<file path="config.mk">
export PLATFORM = sky130hd
export DESIGN_NAME = fetch_queue
export DESIGN_NICKNAME = d
export VERILOG_FILES = /design/src/rtl/fetch_queue_pkg.sv /design/src/rtl/fetch_queue_mem.sv /design/src/rtl/fetch_queue.sv
export SDC_FILE = /design/constraint.sdc
export NUM_CORES = 1
export LEC_CHECK = 0
export CAP_MARGIN = 0
export CORE_MARGIN = 2
export CORE_UTILIZATION = 40
export CTS_CLUSTER_SIZE = 14
export DETAILED_ROUTE_END_ITERATION = 8
export REMOVE_ABC_BUFFERS = 1
export SETUP_SLACK_MARGIN = 0.1
export SLEW_MARGIN = 20
export SYNTH_ARGS = -nofsm -noshare
export SYNTH_HDL_FRONTEND = slang
export SYNTH_SLANG_ARGS = --single-unit
</file>
<file path="constraint.sdc">
create_clock -name i_clk -period 3.6 [get_ports i_clk]
set_clock_uncertainty 0.1 [all_clocks]
set_input_delay 0.36 -clock i_clk [delete_from_list [all_inputs] [get_ports i_clk]]
set_output_delay 0.36 -clock i_clk [all_outputs]
set_load 0.01 [all_outputs]
</file>
<file path="src/rtl/fetch_queue_pkg.sv">
// ============================================================================
// fetch_queue_pkg : shared constants for the instruction prefetch queue
// Rev 1.0 - initial release
// ============================================================================
`default_nettype none

package fetch_queue_pkg;

  localparam int          c_default_width = 32;
  // Also sized against by the hazard unit; keep the two in step.
  localparam int          c_default_depth = 4;
  localparam logic [31:0] c_nop_instr     = 32'h0000_0000;

endpackage

`default_nettype wire

</file>
<file path="src/rtl/fetch_queue_mem.sv">
// ============================================================================
// fetch_queue_mem : DEPTH x DATA_W storage, write on push, async read
// Rev 1.0 - initial release
// ============================================================================
`default_nettype none

module fetch_queue_mem
  import fetch_queue_pkg::*;
#(
  parameter int DEPTH  = c_default_depth,
  parameter int DATA_W = 2 * c_default_width
) (
  input  logic                     i_clk,
  input  logic                     i_we,
  input  logic [$clog2(DEPTH)-1:0] i_waddr,
  input  logic [DATA_W-1:0]        i_wdata,
  input  logic [$clog2(DEPTH)-1:0] i_raddr,
  output logic [DATA_W-1:0]        o_rdata
);

  // Contents are don't-care after reset, so the array carries no reset.
  logic [DATA_W-1:0] r_mem [DEPTH];

  always_ff @(posedge i_clk) begin
    if (i_we) begin
      r_mem[i_waddr] <= i_wdata;
    end
  end

  assign o_rdata = r_mem[i_raddr];

endmodule

`default_nettype wire

</file>
<file path="src/rtl/fetch_queue.sv">
// ============================================================================
// fetch_queue : in-order {pc, instr} prefetch FIFO between fetch and decode
// Optional zero-latency bypass when empty: define FETCH_QUEUE_BYPASS_EN.
// Rev 1.0 - initial release
// ============================================================================
`default_nettype none

module fetch_queue
  import fetch_queue_pkg::*;
#(
  parameter int DEPTH = c_default_depth,
  parameter int WIDTH = c_default_width
) (
  input  logic                     i_clk,
  input  logic                     i_rst,
  input  logic                     i_fetch_valid,
  input  logic [WIDTH-1:0]         i_fetch_pc,
  input  logic [WIDTH-1:0]         i_fetch_instr,
  output logic                     o_fetch_ready,
  input  logic                     i_flush,
  input  logic                     i_decode_ready,
  output logic                     o_decode_valid,
  output logic [WIDTH-1:0]         o_decode_pc,
  output logic [WIDTH-1:0]         o_decode_instr,
  output logic [$clog2(DEPTH):0]   o_count
);

  localparam int                 c_ptr_w = $clog2(DEPTH);
  localparam int                 c_cnt_w = c_ptr_w + 1;
  localparam logic [c_cnt_w-1:0] c_full  = c_cnt_w'(DEPTH);

  logic [c_ptr_w-1:0]   r_wr_ptr;
  logic [c_ptr_w-1:0]   r_rd_ptr;
  logic [c_cnt_w-1:0]   r_count;
  logic                 w_stored;
  logic                 w_push;
  logic                 w_pop;
  logic                 w_bypass;
  logic                 w_bypass_take;
  logic [2*WIDTH-1:0]   w_head;

  assign w_stored      = (r_count != '0);
  // Registered-only: no path from i_decode_ready, so a full queue refuses
  // a push even when a pop happens in the same cycle.
  assign o_fetch_ready = (r_count != c_full);
  assign w_pop         = w_stored & i_decode_ready & ~i_flush;

`ifdef FETCH_QUEUE_BYPASS_EN
  assign w_bypass = ~w_stored & i_fetch_valid & ~i_flush;
`else
  assign w_bypass = 1'b0;
`endif

  // A bypassed pair that decode consumes immediately is never stored.
  assign w_bypass_take = w_bypass & i_decode_ready;
  assign w_push        = i_fetch_valid & o_fetch_ready & ~i_flush & ~w_bypass_take;

  fetch_queue_mem #(
    .DEPTH  (DEPTH),
    .DATA_W (2 * WIDTH)
  ) u_mem (
    .i_clk   (i_clk),
    .i_we    (w_push),
    .i_waddr (r_wr_ptr),
    .i_wdata ({i_fetch_pc, i_fetch_instr}),
    .i_raddr (r_rd_ptr),
    .o_rdata (w_head)
  );

  always_comb begin
    o_decode_valid = 1'b0;
    o_decode_pc    = '0;
    o_decode_instr = WIDTH'(c_nop_instr);
    if (w_stored) begin
      o_decode_valid = 1'b1;
      o_decode_pc    = w_head[2*WIDTH-1:WIDTH];
      o_decode_instr = w_head[WIDTH-1:0];
    end else if (w_bypass) begin
      o_decode_valid = 1'b1;
      o_decode_pc    = i_fetch_pc;
      o_decode_instr = i_fetch_instr;
    end
  end

  always_ff @(posedge i_clk or posedge i_rst) begin
    if (i_rst) begin
      r_wr_ptr <= '0;
      r_rd_ptr <= '0;
      r_count  <= '0;
    end else if (i_flush) begin
      r_wr_ptr <= '0;
      r_rd_ptr <= '0;
      r_count  <= '0;
    end else begin
      if (w_push) begin
        r_wr_ptr <= r_wr_ptr + c_ptr_w'(1);
      end
      if (w_pop) begin
        r_rd_ptr <= r_rd_ptr + c_ptr_w'(1);
      end
      case ({w_push, w_pop})
        2'b10:   r_count <= r_count + c_cnt_w'(1);
        2'b01:   r_count <= r_count - c_cnt_w'(1);
        default: r_count <= r_count;
      endcase
    end
  end

  assign o_count = r_count;

endmodule

`default_nettype wire
</file>
**Yosys cells after proc, flatten, opt, wreduce, memory -nomap -nowiden**

Memories as Yosys holds them, arrays and structs flattened.
Index checks and enable logic that the tools add are counted.

- Register bits after elaboration: 7
- Memories kept: 1
- Bits in writable memories: 256
- Input bits: 69
- Output and inout port bits: 69

Memory list:

| name | depth | bits a word | read ports | clocked after memory_dff | wr ports | RTL line | text |
|---|---|---|---|---|---|---|---|
| u_mem.r_mem | 4 | 64 | 1 | 0 | 1 | fetch_queue_mem.sv:22 | `logic [DATA_W-1:0] r_mem [DEPTH];` |

- Bitwise logic cells: 5
- Reduce and logical (&&, ||, !) cells: 4
- Equality and inequality tests: 3
- $add $sub $neg: 4
- Multiplexer cells: 11

Operator list:

| kind | number |
|---|---|
| $mux 32 | 2 |
| $mux 2 | 4 |
| $pmux 3 s2 | 1 |
| $reduce_bool 3->1 | 2 |
| $add 2x1->2 const B | 2 |
| $and 1x1->1 | 4 |
| $reduce_bool 2->1 | 2 |
| $add 3x1->3 const B | 1 |
| $mux 1 | 3 |
| $mux 3 | 1 |
| $ne 3x3->1 const B | 1 |
| $sub 3x1->3 const B | 1 |
| $eq 2x1->1 const B | 1 |
| $eq 2x2->1 const B | 1 |
| $not 1->1 | 1 |

**Logic depth before layout (Yosys ltp)**

Gate-level depths: netlist (run 1).

- Word-level depth: 6
- Gate-level depth with buffers: 7
- Depth with buffers taken out: 6

**Modules after synthesis**

From an unflattened synthesis (run 1), not the netlist that was laid out.

- Cells, all modules: 464
- Area, all modules: 10306.1 µm²

By module, submodules not included:

| module | area an instance (µm²) | cells each | times used |
|---|---|---|---|
| fetch_queue_mem | 9341.5 | 338 | 1 |
| fetch_queue | 964.7 | 126 | 1 |

**Worst setup path after synthesis (run 1)**

No wires, ideal clock.

- Path type: input to register
- Start point: input i_fetch_valid
- End point: memory u_mem.r_mem[0][0] (netlist name), enable pin
- Required time: 3.071 ns
- Buffers on the path: 1
- Cell stages on the path: 4
- Data arrival time: 2.521 ns
- Setup time: 0.429 ns
- Path slack: 0.550 ns
- Path through: clkbuf_1 -> inv_1 -> nor3_1 -> and2_1

- Word-level cells in the longest chain between the ends: 4

RTL lines:

| element | RTL line | text |
|---|---|---|
| start, declared | fetch_queue.sv:16 | `input logic i_fetch_valid,` |
| $and 1x1->1 (2 in a row) | fetch_queue.sv:56 | `assign w_push = i_fetch_valid & o_fetch_ready & ~i_flush & ~w_bypass_take;` |
| $mux 1 | fetch_queue_mem.sv:25 | `if (i_we) begin` |
| $mux 1 (implied by the code) | fetch_queue_mem.sv:26 | `r_mem[i_waddr] <= i_wdata;` |
| end, declared | fetch_queue_mem.sv:22 |  |

No other way between the ends.

**Final worst setup path (run 1)**

- Start point: register r_rd_ptr[0]
- End point: output o_decode_pc[27]

- Word-level cells in the longest chain between the ends: 2

RTL lines:

| element | RTL line | text |
|---|---|---|
| start, declared | fetch_queue.sv:33 | `logic [c_ptr_w-1:0] r_rd_ptr;` |
| start signal, assigned | fetch_queue.sv:99 | `r_rd_ptr <= r_rd_ptr + c_ptr_w'(1);` |
| $mem_v2 4x64 | - |  |
| $mux 32 | fetch_queue.sv:74 | `if (w_stored) begin` |
| end, declared | fetch_queue.sv:23 | `output logic [WIDTH-1:0] o_decode_pc,` |

No other way between the ends.

==> results of run 1 <==
stage by stage:
stage | instance area [sq um] | setup slack, ns | instances | util | setup TNS, ns
6_report | 13000 | 0.400 | 972 | 0.516 | 0
5_1_grt | 13000 | 0.250 | 972 | 0.516 | 0
4_1_cts | 13000 | 0.175 | 972 | 0.516 | 0
3_5_place_dp | 12000 | 0.705 | 924 | 0.479 | 0
3_3_place_gp | 12000 | 0.779 | 924 | 0.479 | 0
2_1_floorplan | 10100 | -0.294 | 444 | - | -18.91
routing by layer:
| metal | GRT usage | vias up |
|---|---|---|
| li1 | - | 2207 |
| met1 | 0.210 | 2514 |
| met2 | 0.239 | 118 |
| met3 | 0.0323 | 28 |
| met4 | 0.0307 | 0 |
| met5 | 0 | - |
synth_stat cells (all sizes together), types with 3 or more instances:
library cell and count:
nand3 4, buf 17, a21oi 3, mux4 64
edfxtp 256, and2 68, clkbuf 9, dfrtp 7
nor2 5, inv 7, ha 4
sequential cells by signal, summed over array words and instances, names as in the netlist:
| signal | flops |
|---|---|
| u_mem.r_mem | 256 |
| r_wr_ptr | 2 |
| r_rd_ptr | 2 |
| o_count | 3 |
layout by cell type (no fill, tap or decap), types with 2 or more instances in the layout:
master	instances
and2_4	4
nand2b_1	2
dfrtp_4	2
nor3_1	2
o2111ai_1	2
clkinv_2	6
nor2_1	5
a21oi_1	3
nand2_1	2
buf_12	6
and2_1	64
xor2_1	2
o21ai_0	2
bufinv_16	6
ha_1	4
dfrtp_1	5
clkbuf_1	2
edfxtp_1	256
mux4_2	64
inv_1	7
buf_4	7
clkbuf_16	27
clkinv_1	5
clkdlybuf4s50_1	137
nand3_1	4
layout make-up:
type / instances / area, sq um / share of cell area
Tap cell: 330 / 413 / 0.0318
Multi-Input combinational cell: 174 / 2180 / 0.168
Clock inverter: 18 / 236 / 0.0182
Timing Repair Buffer: 151 / 1550 / 0.120
Sequential cell: 263 / 7870 / 0.607
Clock buffer: 29 / 683 / 0.0527
Inverter: 7 / 26.3 / 0.00203
what timing repair did:
action                                  4_1_cts  5_1_grt
gates resized for setup                       0        0
hold endpoints to repair                      7        0
hold buffers                                  1        0
endpoints found under the setup margin        0        0
setup buffers                                 0        0
path summary, 6_finish.rpt:
path	from	endpoint	slack (ns)	cells past startpoint
setup reg to reg	o_count[0]	o_count[2]	1.20	5
setup / recovery	r_rd_ptr[0]	o_decode_pc[27]	0.40	4
hold / removal	i_fetch_instr[26]	u_mem.r_mem[2][26]	0.38	1
min in group asynchronous	i_rst	o_count[2]	0.55	3
hold reg to reg	r_wr_ptr[0]	r_wr_ptr[0]	0.50	2
max in group asynchronous	i_rst	r_rd_ptr[0]	2.58	3
worst register-to-register path, stage by stage, from the launching register on:
cell and delay (ns):
dfrtp_1 0.52, o31ai_1 0.42, nor3_1 0.12, fa_1 0.42
or4_1 0.57, a31oi_1 0.18
where the power goes:
part	internal [mW]	switching (mW)	leakage (nW)
Sequential	3.45	0.0436	2.42
Clock	1.79	1.09	0.451
Combinational	0.482	0.365	1.25
logic make-up (layout without fill, tap and decap cells):
| group | Yosys count | in the layout | synth area share |
|---|---|---|---|
| and+or+nand+nor | 87 | 87 | 0.0511 |
| buffers and inverters | 33 | 205 | 0.0180 |
| DFF | 263 | 263 | 0.770 |
| adders and majority gates | 5 | 5 | 0.00686 |
| muxes | 65 | 65 | 0.142 |
| AOI/OAI and AO/OA | 14 | 14 | 0.00943 |
| xor gates and xnor gates | 3 | 3 | 0.00257 |
==> impl_results.md, run 1 <==
* Hpwl dp at 11,700 um
* Fin crit share at 0.889
* VDD IR max at 295 uV
* Peak Freq at 0.313 GHz
* Share of the synthesized area in the top cell type at 0.753
* Post-synth top area cell: edfxtp_1
* Post-route DRC at 0
* Post-synth EDFFs at roughly 260
* CP max FO at 16
* YS warnings at 0
* Worst Path Class, Setup: reg2out
* Synthesized area at 10,200 sq um
* Final setup violation count at 0
* Share of cells above drive strength 1 at 0.196
* Antenna-violating nets left at 0
* Max Cap Violations at 0
* Initial core utilization at 0.407
* RSZ-0062 raised after global routing: false
* Met3 WL post-DR at 1080 um
* Ranking of synthesized cells by area: edfxtp_1 75%, mux4_2 14%, and2_1 4.2%
* Per-cell routed wire length at 20.0 um
* Fill cell count at 2,038
* Final hold viol count at 0
* P per Cell Area at 557 nW/um^2
* Starting DRC count in detailed routing at between 200 and 300
* Worst EP required at 3.14 ns
* GPL Wtd Cong at approximately 0.78
* Via count at 4,867
* Largest net degree at the start of global routing at 66
* Worst-path clk slew at approximately 0.06 ns
* Row cnt at 58
* Avg Cell Area, Syn at approximately 22 sq um
* Run status: complete, no violations
* Met1 WL at slightly below 9000 um
* Min cycle time layout at 3.20 ns
* P&R area growth vs syn at 26.9%
* 1st-pass router iterations at 4
* Lkg Pwr at just over 4 nW
* Number of library cell types mapped by synthesis at 35
* Asr flop ratio synth at 0.0266
* Final number of max-transition violations at 0
* Max incr delay on CP at between 0.5 and 0.6 ns
* Core area at 25,100 sq um
* Cell count after synthesis at 470
* Synth Flop Type: edfxtp_1
* Die X at approximately 160 um
* Worst path cell trace: buf_4, mux4_2, and2_1, clkdlybuf4s50_1
* Top-level port count at 138
* Critical path data arrival time at 2.74 ns
* Worst slew margin at 0.576
* CP endpoint kind: output port
* CP top delay family: buffers and inverters
* First-pass GRT wire length at 30,200 um
* Critical Path Source Type: register
* Vias per inst at 5.01
* Initial antenna violation count at 0
* Sequential area share after synthesis at 0.770
* PortBufs at 137
* Clock root cell: clkbuf_16
* Die H at 164 um
* Max Used Layer: met4
* Vias in the first global route at between 5,000 and 6,000
* Pwr Total at between 7 and 8 mW
* Worst-skew pair later-pin latency at ~0.52 ns
* Yosys reg bits at 263
* Tightest Pin Transition at 0.636 ns
* Maximum clock path buffer count at 3
* Met2 routed WL at approximately 9000 um
* Htree depth at 1
* GRT overflow at 0
* Min Hold Slack at about 0.38 ns
* Num CTS Buffers at 26
* Antenna cells at 0
* HP Class: in2reg
* Global Route Usage Sum at 0.148
* Die area at roughly 27,000 sq um
* Worst path bufs/invs at 2
* # nets final at about 700
* CP max stage cell: dfrtp_4
* CTS tree: yes
* CTS sink count at 263
* Routed wire length at 19,500 um
Note: power is estimated with default switching activity, not from simulation.
==> inputs of run 2 (changes only) <==
--- a/config.mk
+++ b/config.mk
@@ -8,6 +8,7 @@
 export CAP_MARGIN = 0
 export CORE_MARGIN = 2
 export CORE_UTILIZATION = 40
+export CTS_CLUSTER_DIAMETER = 80
 export CTS_CLUSTER_SIZE = 14
 export DETAILED_ROUTE_END_ITERATION = 8
 export REMOVE_ABC_BUFFERS = 1
==> impl_results.md, run 2 (same netlist as run 1, synthesis figures left out) <==
* Starting DRC count in detailed routing at 277 (was 287)
* Min cycle time layout at 3.18 ns (was 3.20 ns)
* Final hold viol count at 0 (unchanged)
* Lkg Pwr at 3.97 nW (was 4.12 nW)
* Worst reg2reg setup slack at 1.20 ns (about the same)
* Post-cts hold buffer count at 0 (was 1)
* Worst path cell trace: buf_4, mux4_2, and2_1, clkdlybuf4s50_1 (unchanged)
* Core area at 25,100 sq um (unchanged)
* First-pass GRT wire length at 29,900 um (was 30,200 um)
* Per-cell routed wire length at 20.1 um (was 20.0 um)
* Worst-path clk slew at 0.07 ns (was 0.06 ns)
* Fill cell count at 2,087 (was 2,038)
* Final worst setup slack at 0.424 ns (was 0.400 ns)
* Peak Freq at 0.315 GHz (was 0.313 GHz)
* Num CTS Buffers at 22 (was 26)
* 1st-pass router iterations at 6 (was 4)
* FF+latch area at 7870 sq um (unchanged)
* Run status: complete, no violations (unchanged)
* Final number of max-transition violations at 0 (unchanged)
* Min Hold Slack at 0.0192 ns (was 0.376 ns)
* Share of cells above drive strength 1 at 0.174 (was 0.196)
* Top-level port count at 138 (unchanged)
* Worst slew margin at 0.575 (was 0.576)
* Antenna-violating nets left at 0 (unchanged)
* Pwr Total at 6.51 mW (was 7.22 mW)
* Worst r2r path cells at 5 (unchanged)
* P per Cell Area at 514 nW/um^2 (was 557 nW/um^2)
* Max incr delay on CP at 0.59 ns (about the same)
* Reg with most FFs: u_mem.r_mem (unchanged)
* Initial core utilization at 0.407 (unchanged)
* GPL Wtd Cong at 0.776 (unchanged)
* Via count at 4,889 (was 4,867)
* Post-route DRC at 0 (unchanged)
* GRT overflow at 0 (unchanged)
* CTS sink count at 263 (unchanged)
* CTS tree: yes (unchanged)
* Placed Cells incl. Taps at 924 (unchanged)
* Routed wire length at 19,400 um (was 19,500 um)
* Commonest non-fill, non-tap cells in the layout: 256 x edfxtp_1, 137 x clkdlybuf4s50_1, 64 x mux4_2, 64 x and2_1, 23 x clkbuf_16 (was 256 x edfxtp_1, 137 x clkdlybuf4s50_1, 64 x mux4_2, 64 x and2_1, 27 x clkbuf_16)
* # nets final at 692 (was 697)
* Die H at 164 um (unchanged)
* P&R area growth vs syn at 24.1% (was 26.9%)
* PortBufs at 137 (unchanged)
* Row cnt at 58 (unchanged)
* RSZ-0062 raised after global routing: false (unchanged)
* Worst-skew pair later-pin latency at 0.49 ns (was 0.52 ns)
* Initial antenna violation count at 0 (unchanged)
* Worst EP required at 3.14 ns (about the same)
* CP max FO at 16 (unchanged)
* HP Class: in2async (was in2reg)
* Vias in the first global route at 5,172 (was 5,219)
* Commonest non-fill, non-tap cell in the layout: edfxtp_1 (unchanged)
* Critical path data arrival time at 2.72 ns (was 2.74 ns)
* Die area at 26,800 sq um (unchanged)
* Clock root cell: clkbuf_16 (unchanged)
* Worst Path Class, Setup: reg2out (unchanged)
* Max Cap Violations at 0 (unchanged)
* Largest net degree at the start of global routing at 66 (unchanged)
* Post-CTS setup buffer count at 0 (unchanged)
* Hpwl dp at 11,700 um (unchanged)
* Pre-CTS setup slack at 0.705 ns (unchanged)
* Post-CTS Resized at 0 (unchanged)
* VDD IR max at 252 uV (was 295 uV)
* Critical R2R Capture: o_count[2] (unchanged)
* CP endpoint kind: output port (unchanged)
* RR Startpoint: o_count[0] (unchanged)
* Die X at 164 um (unchanged)
* Maximum clock path buffer count at 3 (unchanged)
* Htree depth at 1 (unchanged)
* Tightest Pin Transition at 0.638 ns (was 0.636 ns)
* Antenna cells at 0 (unchanged)
* Max FFs per register at 256 (unchanged)
* Final setup violation count at 0 (unchanged)
* Fin crit share at 0.882 (was 0.889)
* Vias per inst at 5.07 (was 5.01)
* Global Route Usage Sum at 0.147 (was 0.148)
* CP max stage cell: dfrtp_4 (unchanged)
* Fin cells at 964 (was 972)
* CP top delay family: buffers and inverters (unchanged)
* Worst path bufs/invs at 2 (unchanged)
* Critical Path Source Type: register (unchanged)
* Area taken by multi-input logic gates at 2180 sq um (unchanged)
## run 2: worst max-delay path by stage
stage                       start  slack (ns)            endpoint  cells past startpoint
floorplan             r_rd_ptr[0]       -0.29   o_decode_instr[0]                      2
global placement       o_count[0]        0.78  o_decode_instr[11]                      3
detailed placement  i_fetch_valid        0.71  u_mem.r_mem[1][39]                      5
CTS                    o_count[0]        0.19  o_decode_instr[11]                      3
global route          r_rd_ptr[0]        0.26      o_decode_pc[2]                      4
finish                r_rd_ptr[0]        0.42     o_decode_pc[27]                      4
## run 2: layout make-up
class                      count  area share
timing repair buffer         150       0.122
tap                          330      0.0326
clock buffer                  39      0.0501
inverter                       7     0.00207
clock inverter                 1    0.000395
sequential                   263       0.621
multi-input combinational    174       0.172
## run 2: metrics by stage
step	setup TNS, ns	area [sq um]	util
floorplan	-18.91	10100	-
detailed placement	0	12000	0.479
finish	0	12700	0.505
CTS	0	12700	0.505
global route	0	12700	0.505
global placement	0	12000	0.479
## run 2: per-layer routing
metal,up-vias,routed length [um],track usage
met3,16,1260,0.0323
met2,137,9410,0.237
met4,0,179,0.0275
li1,2188,-,-
met5,-,0,0
met1,2548,8560,0.209
## run 2: report_power, final
part	switching, mW	internal, mW	leakage, nW
clock	0.984	1.19	0.306
sequential	0.0430	3.45	2.42
combinational	0.364	0.481	1.25
## run 2: worst register-to-register path, cell delays in order (launching register included)
cell	delay [ns]
dfrtp_1	0.51
o31ai_1	0.41
nor3_1	0.12
fa_1	0.42
or4_1	0.57
a31oi_1	0.19
